[src/rtl/mul_product_acc.sv]
// Sums N products from the right-shift multiplier and hands each sum out over valid/ready.
// A one-entry skid and a sticky ovf flag absorb products that arrive while a sum is held.
// Ports: clk, rst_n, done, result, clr, out_ready -> out_valid, acc_out, ovf (+ sat).
// Option: MUL_PRODUCT_ACC_SAT_EN makes additions saturate and adds the sticky sat output.
module mul_product_acc #(
  parameter int k     = 3,
  parameter int N     = 4,
  parameter int ACC_W = 9
) (
  input  logic                    clk,
  input  logic                    rst_n,
  input  logic                    done,
  input  logic signed [2*k:0]     result,
  input  logic                    clr,
  input  logic                    out_ready,
  output logic                    out_valid,
  output logic signed [ACC_W-1:0] acc_out,
`ifdef MUL_PRODUCT_ACC_SAT_EN
  output logic                    sat,
`endif
  output logic                    ovf
);

  localparam int CW = $clog2(N + 1);

  typedef enum logic {
    ACC,
    HOLD
  } state_t;

  state_t                  r_state, w_state;
  logic signed [ACC_W-1:0] r_acc, w_acc;
  logic signed [ACC_W-1:0] r_skid, w_skid;
  logic                    r_skid_v, w_skid_v;
  logic [CW-1:0]           r_cnt, w_cnt;
  logic                    r_done_q;
  logic                    r_out_valid, w_out_valid;
  logic signed [ACC_W-1:0] r_acc_out, w_acc_out;
  logic                    r_ovf, w_ovf;
  logic                    r_sat, w_sat;

  logic                    w_cap;
  logic signed [ACC_W-1:0] w_ext;
  logic signed [ACC_W-1:0] w_term;
  logic signed [ACC_W-1:0] w_res;
  logic                    w_clamp;

  assign w_cap = done & ~r_done_q;
  assign w_ext = result;

  // A fresh capture always wins; the skid drains only in idle cycles.
  assign w_term = w_cap ? w_ext : r_skid;

`ifdef MUL_PRODUCT_ACC_SAT_EN
  logic signed [ACC_W:0] w_sum;
  assign w_sum   = {r_acc[ACC_W-1], r_acc} + {w_term[ACC_W-1], w_term};
  assign w_clamp = w_sum[ACC_W] ^ w_sum[ACC_W-1];
  always_comb begin
    w_res = w_sum[ACC_W-1:0];
    if (w_clamp) begin
      w_res = w_sum[ACC_W] ? {1'b1, {(ACC_W-1){1'b0}}}
                           : {1'b0, {(ACC_W-1){1'b1}}};
    end
  end
  assign sat = r_sat;
`else
  assign w_res   = r_acc + w_term;
  assign w_clamp = 1'b0;
`endif

  always_comb begin
    w_state     = r_state;
    w_acc       = r_acc;
    w_cnt       = r_cnt;
    w_skid      = r_skid;
    w_skid_v    = r_skid_v;
    w_out_valid = r_out_valid;
    w_acc_out   = r_acc_out;
    w_ovf       = r_ovf;
    w_sat       = r_sat;
    if (clr) begin
      w_state     = ACC;
      w_acc       = '0;
      w_cnt       = '0;
      w_skid_v    = 1'b0;
      w_out_valid = 1'b0;
      w_ovf       = 1'b0;
      w_sat       = 1'b0;
    end else begin
      unique case (r_state)
        ACC: begin
          if (w_cap || r_skid_v) begin
            // A cap with a full skid leaves it full for the next cycle.
            if (!w_cap) w_skid_v = 1'b0;
            w_acc = w_res;
            w_cnt = r_cnt + 1'b1;
            if (w_clamp) w_sat = 1'b1;
            if (r_cnt == CW'(N - 1)) begin
              w_state     = HOLD;
              w_out_valid = 1'b1;
              w_acc_out   = w_res;
            end
          end
        end
        HOLD: begin
          if (w_cap) begin
            if (!r_skid_v) begin
              w_skid   = w_ext;
              w_skid_v = 1'b1;
            end else begin
              w_ovf = 1'b1;
            end
          end
          if (out_ready) begin
            w_state     = ACC;
            w_out_valid = 1'b0;
            w_acc       = '0;
            w_cnt       = '0;
            w_sat       = 1'b0;
          end
        end
        default: begin
          w_state = ACC;
        end
      endcase
    end
  end

  always_ff @(posedge clk or negedge rst_n) begin
    if (!rst_n) begin
      r_state     <= ACC;
      r_acc       <= '0;
      r_cnt       <= '0;
      r_skid      <= '0;
      r_skid_v    <= 1'b0;
      r_done_q    <= 1'b0;
      r_out_valid <= 1'b0;
      r_acc_out   <= '0;
      r_ovf       <= 1'b0;
      r_sat       <= 1'b0;
    end else begin
      r_state     <= w_state;
      r_acc       <= w_acc;
      r_cnt       <= w_cnt;
      r_skid      <= w_skid;
      r_skid_v    <= w_skid_v;
      r_done_q    <= done;
      r_out_valid <= w_out_valid;
      r_acc_out   <= w_acc_out;
      r_ovf       <= w_ovf;
      r_sat       <= w_sat;
    end
  end

  assign out_valid = r_out_valid;
  assign acc_out   = r_acc_out;
  assign ovf       = r_ovf;

endmodule

[config.mk]
export PLATFORM = sky130hd
export DESIGN_NAME = mul_product_acc
export DESIGN_NICKNAME = d
export VERILOG_FILES = /design/src/rtl/mul_product_acc.sv
export SDC_FILE = /design/constraint.sdc
export NUM_CORES = 1
export LEC_CHECK = 0
export CAP_MARGIN = 20
export CORE_MARGIN = 4
export CORE_UTILIZATION = 25
export DETAILED_ROUTE_END_ITERATION = 6
export GPL_TIMING_DRIVEN = 0
export HOLD_SLACK_MARGIN = 0.15
export PLACE_DENSITY = 0.5
export SLEW_MARGIN = 20
export SYNTH_ARGS = -nofsm -noshare
export SYNTH_HDL_FRONTEND = slang
export SYNTH_SLANG_ARGS = --single-unit
[constraint.sdc]
create_clock -name clk -period 6.51 [get_ports clk]
set_input_delay 1.302 -clock clk [delete_from_list [all_inputs] [get_ports clk]]
set_output_delay 1.302 -clock clk [all_outputs]
set_load 0.005 [all_outputs]
* Word level (Yosys, flattened, before mapping)
Index checks and enable logic that the tools add are counted.
** Storage, ports and cells
- Input bits :: 12
- Word-level logic and storage cells :: 60
- Flip-flop bits (word level) :: 33
- Output and inout port bits :: 11
** Operators by class
- $add $sub $neg :: 2
- Reduce and logical (&&, ||, !) cells :: 10
- Bitwise logic cells :: 5
- Mux-type cells :: 28
- Eq/ne operators :: 6
** Operator list (number)
- two-way mux 9 bit :: 4
- case mux 9 bit (2 select lines) :: 1
- two-way mux 1 bit :: 16
- != test 3 bit, second input constant :: 4
- adder 9 bit :: 1
- two-way mux 3 bit :: 3
- AND reduction 3 bit :: 3
- AND reduction 4 bit :: 2
- case mux 1 bit (2 select lines) :: 3
- case mux 3 bit (2 select lines) :: 1
- nonzero test 2 bit :: 3
- NOT 1 bit :: 4
- adder 3 x 1 -> 3 bit, second input constant :: 1
- == test 3 x 2 -> 1 bit, second input constant :: 1
- != test 3 x 2 -> 1 bit, second input constant :: 1
- AND reduction 2 bit :: 1
- AND 1 bit :: 1
- logical OR 1 bit :: 1

* Longest topological paths before layout
Gate-level depths: netlist of run 1.
- Depth after elaboration :: 7
- Mapped depth :: 11
- Gate-level depth less buffers :: 10

* Least setup slack after synthesis of run 1
No wires, ideal clock.
- Kind :: input to register
- Start :: in done
- End :: reg r_acc[8]
- Library setup time :: 0.122 ns
- Buffers on the path :: 1
- Data required time :: 6.388 ns
- Arrival time :: 3.354 ns
- Path slack :: 3.034 ns
- Stages on the path :: 9
- Path through :: nor2b_4 buf_2 mux2_2 ha_1 a21o_1 a21oi_1 a21boi_0 or3_1 a32o_1
** On the way
- Longest elaborated chain between the ends :: 6
- Elaborated cells on any way between the ends :: 9
- Those cells by class :: add/sub: 1; eq/ne: 1; mux: 4; bitwise: 1; reduce/logical: 2
** Ends and longest elaborated chain
- start: declaration :: line 12 : input logic done,
- AND 1 bit (*) :: line 48 : assign w_cap = done & ~r_done_q;
- two-way mux 9 bit :: line 52 : assign w_term = w_cap ? w_ext : r_skid;
- adder 9 bit :: line 67 : assign w_res = r_acc + w_term;
- two-way mux 9 bit :: line 92 : if (w_cap || r_skid_v) begin
- case mux 9 bit (2 select lines) :: line 90 : unique case (r_state)
- two-way mux 9 bit :: line 81 : if (clr) begin
- end signal: assignment :: line 143 : r_acc <= w_acc;
- end: declaration :: line 32 : logic signed [ACC_W-1:0] r_acc, w_acc;
Every way passes the cells marked *; elsewhere a longest branch is shown, timed or not. The select of a mux whose other input is x is not followed.
A chain may end at the register's enable or synchronous reset.

* Worst setup path after layout of run 1
Ends and elaborated chain as after synthesis.

==> results of run 1 <==
==> layout by cell type, fill, tap and decap left out, drive strengths merged, types with 2 or more instances in the layout <==
cell           Yosys  layout
dfrtp             33      33
buf                4       6
xor2               2       2
a21oi              5       5
inv                6       6
nor2               4       4
xnor2              4       4
a211oi             2       2
o21ai             11      11
a21o               4       4
a31oi              2       2
ha                11      11
a22o               7       7
clkbuf             0       7
clkdlybuf4s50      0      21
or3                2       2
nand2b             2       2
nand2              9       9
mux2              19      19
==> routing by layer <==
metal  GRT usage (%)  wire (µm)  vias up
li1                -          -      575
met1            12.4       1790      550
met2            14.5       1470       23
met3            3.33        185        4
met4            3.52         67        0
met5               0          0        -
==> final timing paths <==
check,start,end,cells after the start
min reg2reg,acc_out[1],acc_out[1],2
max reg2reg,r_done_q,r_acc[8],11
min in group asynchronous,rst_n,r_skid[1],1
max,done,r_acc[8],12
max in group asynchronous,rst_n,r_acc[4],2
min,acc_out[1],acc_out[1],2
==> flip-flops by register name, summed over array words and instances, names as in the netlist <==
signal	cells
r_skid	7
r_cnt	3
r_skid_v	1
r_acc	9
ovf	1
acc_out	9
out_valid	1
r_done_q	1
r_state	1
==> per-stage QoR <==
step / setup slack, ns / instances / util, % / hold slack [ns]
CTS: 2.56 / 249 / 32.9 / 0.489
global placement: 2.24 / 241 / 31.3 / 0.466
global route: 2.35 / 249 / 32.9 / 0.511
detailed placement: 2.26 / 242 / 31.6 / 0.473
finish: 2.58 / 249 / 32.9 / 0.480
floorplan: 3.03 / 142 / - / 0.450
==> synthesized netlist by cell type <==
master	number	share of area, %
sky130_fd_sc_hd__xor2_1	2	1.0
sky130_fd_sc_hd__a32o_1	1	0.58
sky130_fd_sc_hd__inv_1	6	1.3
sky130_fd_sc_hd__fa_1	1	1.2
sky130_fd_sc_hd__a21o_1	4	1.7
sky130_fd_sc_hd__o41ai_2	1	0.95
sky130_fd_sc_hd__mux2_2	19	12
sky130_fd_sc_hd__o21bai_1	1	0.44
sky130_fd_sc_hd__buf_4	1	0.44
sky130_fd_sc_hd__a21oi_1	5	1.5
sky130_fd_sc_hd__nor2b_4	1	0.80
sky130_fd_sc_hd__o21ai_0	11	3.2
sky130_fd_sc_hd__buf_2	3	0.87
sky130_fd_sc_hd__o22a_1	1	0.51
sky130_fd_sc_hd__a221oi_1	1	0.51
sky130_fd_sc_hd__nand2_1	9	2.0
sky130_fd_sc_hd__nand3b_1	1	0.44
sky130_fd_sc_hd__xnor2_1	4	2.0
sky130_fd_sc_hd__mux2i_4	1	1.3
sky130_fd_sc_hd__ha_1	11	8.0
sky130_fd_sc_hd__nor3b_4	1	1.1
sky130_fd_sc_hd__o21a_1	1	0.44
sky130_fd_sc_hd__a41o_1	1	0.58
sky130_fd_sc_hd__nor2_1	4	0.87
sky130_fd_sc_hd__dfrtp_1	33	48
sky130_fd_sc_hd__a211oi_1	2	0.87
sky130_fd_sc_hd__nand3_1	1	0.29
sky130_fd_sc_hd__nand2b_1	2	0.73
sky130_fd_sc_hd__a31oi_1	2	0.73
sky130_fd_sc_hd__a21boi_0	1	0.44
sky130_fd_sc_hd__or3_1	2	0.73
sky130_fd_sc_hd__a22o_1	7	3.6
sky130_fd_sc_hd__and2_1	1	0.36
==> worst max-delay path: cells and delay by family <==
kind                       cells  cell delay [ns]
buffers and inverters          3             0.82
adders and majority gates      2             0.41
and+or+nand+nor                3             0.71
muxes                          1             0.38
AOI/OAI and AO/OA              3             0.47
==> power groups by stage <==
stage | clock, mW | sequential, mW | combinational [mW]
4_1_cts | 0.163 | 0.211 | 0.0406
3_5_place_dp | 0 | 0.215 | 0.0403
5_1_grt | 0.171 | 0.211 | 0.0446
6_report | 0.154 | 0.211 | 0.0394
3_3_place_gp | 0 | 0.215 | 0.0392
2_1_floorplan | 0 | 0.214 | 0.0201
==> final cells by class <==
cell class	instances	area, µm²	share of cell area (%)
multi-input cells	99	847	39.7
flip-flops and latches	33	826	38.7
repair buffers	23	235	11.0
well taps	77	96.3	4.51
clock buffers	7	86.3	4.04
plain buffers	4	22.5	1.05
inverters	6	22.5	1.05
==> cell families after synthesis <==
family,synth area share (%)
flops,48.1
simple gates,7.28
fa+ha+maj,9.18
xor+xnor,3.06
compound gates,16.0
mux,13.8
buf+inv,2.62
==> metrics.txt, run 1 <==
register-to-register setup slack=3.72 ns; clock-pin slew on the worst setup and hold paths=0.06 ns; static leakage power=1.03 nW; clock buffers created by TritonCTS=5; clock root cell=sky130_fd_sc_hd__clkbuf_8; maximum number of pins on one net before global-route repair=24; sum of negative setup slack=0 ns; horizontal extent of the die=90.9 µm; Avg Synthesized Cell Area=12.1 µm²; CTS resizes=0; Clk Latency, worst-skew pair=0.27 ns; aggregate routed wire length=3510 µm; setup repair after global routing missed its margin=false; count of mapped cells out of synthesis=142; Post-DP HPWL=2570 µm; DIE AREA=0.00826 mm²; ratio of final minimum period to clock period=60.3%; unique cell type count in the Yosys netlist=33; switching part of the total=22.8%; post-route total power=0.404 mW; P per Cell Area=189 mW/mm²; Power Internal=0.312 mW; Fill cells=654; PortBufs=22; critical setup path kind=input pin to register; Final #Nets=196; critical path's slowest cell=sky130_fd_sc_hd__clkdlybuf4s50_1; number of global-route vias before repair=1263; outcome=finished, final reports clean; number of remaining DRC errors=0; CP Capture Type=register; Crit Path Max Fanout=10; initial antenna violation count=0; overall fraction of global-route tracks in use=9.50%; Peak supply drop=58.5 µV; Longest Clk Path Bufs=2; max-slew violations=0; average wire per standard cell=14.1 µm; Die Ht=90.9 µm; number of antenna-violating nets in the routed design=0; total core area=0.00649 mm²; Reg power frac=52.2%; layout overhead on the synthesized area=24.3%; net switching power=0.0922 mW; worst path cell trace=clkdlybuf4s50_1 -> nor2b_4 -> buf_2 -> mux2_2 -> ha_1 -> inv_1 -> fa_1 -> nand3b_1 -> a21o_1 -> a21boi_0 -> or3_1 -> a32o_1; sort of element at the start of the critical path=input pin; part of the total power dissipated in combinational logic=9.7%; arrival time at the worst endpoint=4.09 ns; kind of path behind the tightest hold check=register to register; TritonRoute pass-1 iters=3; cell area after synthesis=0.00172 mm²; Ant. Diodes=0; clock skew after layout=0.00255 ns; site row count=29; Max Clk Rate=255 MHz; longest individual stage delay on the worst path=0.47 ns; average vias per placed instance=4.63; CTS tree=done; post-CTS setup-driven buffer insertion count=0; register bit total from synthesis=33; Tmin final=3.93 ns; Placed Area=0.00205 mm²; number of max-cap violations=0; final hold viol count=0; final setup fails=0; share of final-layout standard cells stronger than drive strength 1=20.3%; Initial Utilization=26.4%; leftover overflow at the end of global routing=0; quantity of hold-fixing buffers added after cts=0; synthesized net count=166; total I/O pin count=23; final design instance area without fill=0.00214 mm²; number of clock sinks=33; clock power share=38.1%; measured slew at the worst slew-check pin=0.638 ns; htree depth=2; global-route wire length before repair=6280 µm; routed via count=1152; global placement routability congestion=0.744; Detailed Route Iter0 Violations=30; count of synthesis-stage warnings from yosys=0; sequential cell area fraction in the yosys report=48.1%; worst rel slew slack=57.0%; Data required, critical path=6.67 ns
Power figures use the tool's default switching activity.
==> run 2: changes to the inputs <==
PLACE_DENSITY = 0.51   (was 0.5)
clock period = 3.6 ns   (was 6.51 ns; I/O delays follow)
==> run 2 against run 1 <==
Compared with the run above: clock skew shrank 0.00088 ns; first-iteration DRC count grew 47%; flip-flop and latch count is the same; clock-buffer cell count is the same; non-clock buffer count is the same; sequential share of layout area shrank 0.14 points; critical path type unchanged; critical endpoint is now acc_out[7]; largest power group unchanged.
==> metrics.txt, run 2 (synthesis gave the netlist of run 1 again) <==
most common library cell in the layout ignoring fill and taps=sky130_fd_sc_hd__dfrtp_1; Detail Route met2 WL=1550 µm; post-CTS setup-driven buffer insertion count=0; Cell Count, Final, Fillers Out=249; critical setup path kind=input pin to register; average vias per placed instance=4.73; leftover overflow at the end of global routing=0; worst path cell trace=clkdlybuf4s50_1 -> nor2b_4 -> buf_2 -> mux2_2 -> ha_1 -> a211oi_1 -> nor2_1 -> o41ai_2 -> xnor2_1 -> mux2_2; Tmin final=3.33 ns; Fill cells=661; setup repair after global routing missed its margin=false; register-to-register setup slack=0.83 ns; critical path's slowest cell=sky130_fd_sc_hd__clkdlybuf4s50_1; clock buffers created by TritonCTS=5; maximum number of pins on one net before global-route repair=19; htree depth=2; longest individual stage delay on the worst path=0.48 ns; DIE AREA=0.00826 mm²; total core area=0.00649 mm²; PortBufs=22; Data required, critical path=3.76 ns; clock skew after layout=0.00167 ns; Longest Clk Path Bufs=2; Routed met1 length=1810 µm; CP Capture Type=register; Hold Slack=0.382 ns; global placement routability congestion=0.741; pre-CTS WS=-0.0124 ns; initial antenna violation count=0; Max Clk Rate=301 MHz; Die Ht=90.9 µm; top library cells by usage in the layout, fill and taps aside=33 x sky130_fd_sc_hd__dfrtp_1, 21 x sky130_fd_sc_hd__clkdlybuf4s50_1, 19 x sky130_fd_sc_hd__mux2_2; number of global-route vias before repair=1243; layout overhead on the synthesized area=24.8%; horizontal extent of the die=90.9 µm; P per Cell Area=342 mW/mm²; part of the total power dissipated in combinational logic=9.9%; clock-pin slew on the worst setup and hold paths=0.07 ns; average wire per standard cell=14.3 µm; measured slew at the worst slew-check pin=0.538 ns; Power Internal=0.565 mW; ratio of final minimum period to clock period=92.4%; sum of negative setup slack=0 ns; outcome=finished, final reports clean; Peak supply drop=147 µV; switching part of the total=23.0%; worst setup path start=done; number of clock sinks=33; Ant. Diodes=0; worst rel slew slack=63.8%; number of cells after detailed placement=242; Post-DP HPWL=2640 µm; TritonRoute pass-1 iters=4; quantity of hold-fixing buffers added after cts=0; arrival time at the worst endpoint=3.49 ns; number of max-cap violations=0; kind of path behind the tightest hold check=input pin to async pin; Detailed Route Iter0 Violations=44; site row count=29; share of the core filled with cells=33.0%; Clk Latency, worst-skew pair=0.27 ns; Crit Path Max Fanout=10; CTS tree=done; total I/O pin count=23; Reg power frac=52.0%; routed via count=1178; highest metal layer with signal wires=met4; final hold viol count=0; beginning of the worst register-to-register path=r_done_q; Initial Utilization=26.4%; number of antenna-violating nets in the routed design=0; crit path setup slack, layout=0.275 ns; post-route total power=0.733 mW; number of remaining DRC errors=0; Final #Nets=196; static leakage power=1.03 nW; most repeated library cell on the critical path=sky130_fd_sc_hd__mux2_2; clock power share=38.1%; Placed Area=0.00206 mm²; net switching power=0.168 mW; global-route wire length before repair=6290 µm; clock root cell=sky130_fd_sc_hd__clkbuf_8; max-slew violations=0; share of final-layout standard cells stronger than drive strength 1=20.3%; final setup fails=0; aggregate routed wire length=3560 µm; sort of element at the start of the critical path=input pin; length of routed met3 wiring=161 µm; final design instance area without fill=0.00214 mm²; overall fraction of global-route tracks in use=9.67%; CTS resizes=0
run 2: changes by cell type in the layout (fill, tap and decap cells not counted):
cell	delta
sky130_fd_sc_hd__buf_12	-1
sky130_fd_sc_hd__buf_16	+1
run 2: per-layer routing:
metal / global-route usage (%) / up-vias
met3: 3.25 / 5
met2: 14.0 / 19
li1: - / 573
met5: 0 / -
met1: 13.4 / 581
met4: 3.39 / 0
run 2: worst paths after layout:
path                       cells after the start          to
min reg2reg                                    2  acc_out[1]
min                                            1   r_skid[2]
max                                           10  acc_out[7]
max in group asynchronous                      2  acc_out[0]
min in group clk                               2  acc_out[1]
max reg2reg                                    9  acc_out[7]
run 2: final cells by class:
| type | count | area [µm²] | share of cell area [%] |
|---|---|---|---|
| plain buffers | 4 | 22.5 | 1.05 |
| flip-flops and latches | 33 | 826 | 38.5 |
| inverters | 6 | 22.5 | 1.05 |
| clock buffers | 7 | 86.3 | 4.03 |
| repair buffers | 23 | 243 | 11.3 |
| multi-input cells | 99 | 847 | 39.5 |
| well taps | 77 | 96.3 | 4.50 |
run 2: power groups by stage:
| stage | Clock, mW | Combinational (mW) | Sequential, mW |
|---|---|---|---|
| floorplan | 0 | 0.0363 | 0.388 |
| global placement | 0 | 0.0706 | 0.388 |
| detailed placement | 0 | 0.0747 | 0.388 |
| CTS | 0.290 | 0.0750 | 0.381 |
| global route | 0.310 | 0.0825 | 0.382 |
| finish | 0.279 | 0.0729 | 0.381 |
run 2: critical path, delay by kind of cell:
family / cells / cell delay (ns)
buffers and inverters: 2 / 0.74
muxes: 2 / 0.65
and+or+nand+nor: 2 / 0.34
xor gates and xnor gates: 1 / 0.13
AOI/OAI and AO/OA: 2 / 0.62
adders and majority gates: 1 / 0.29
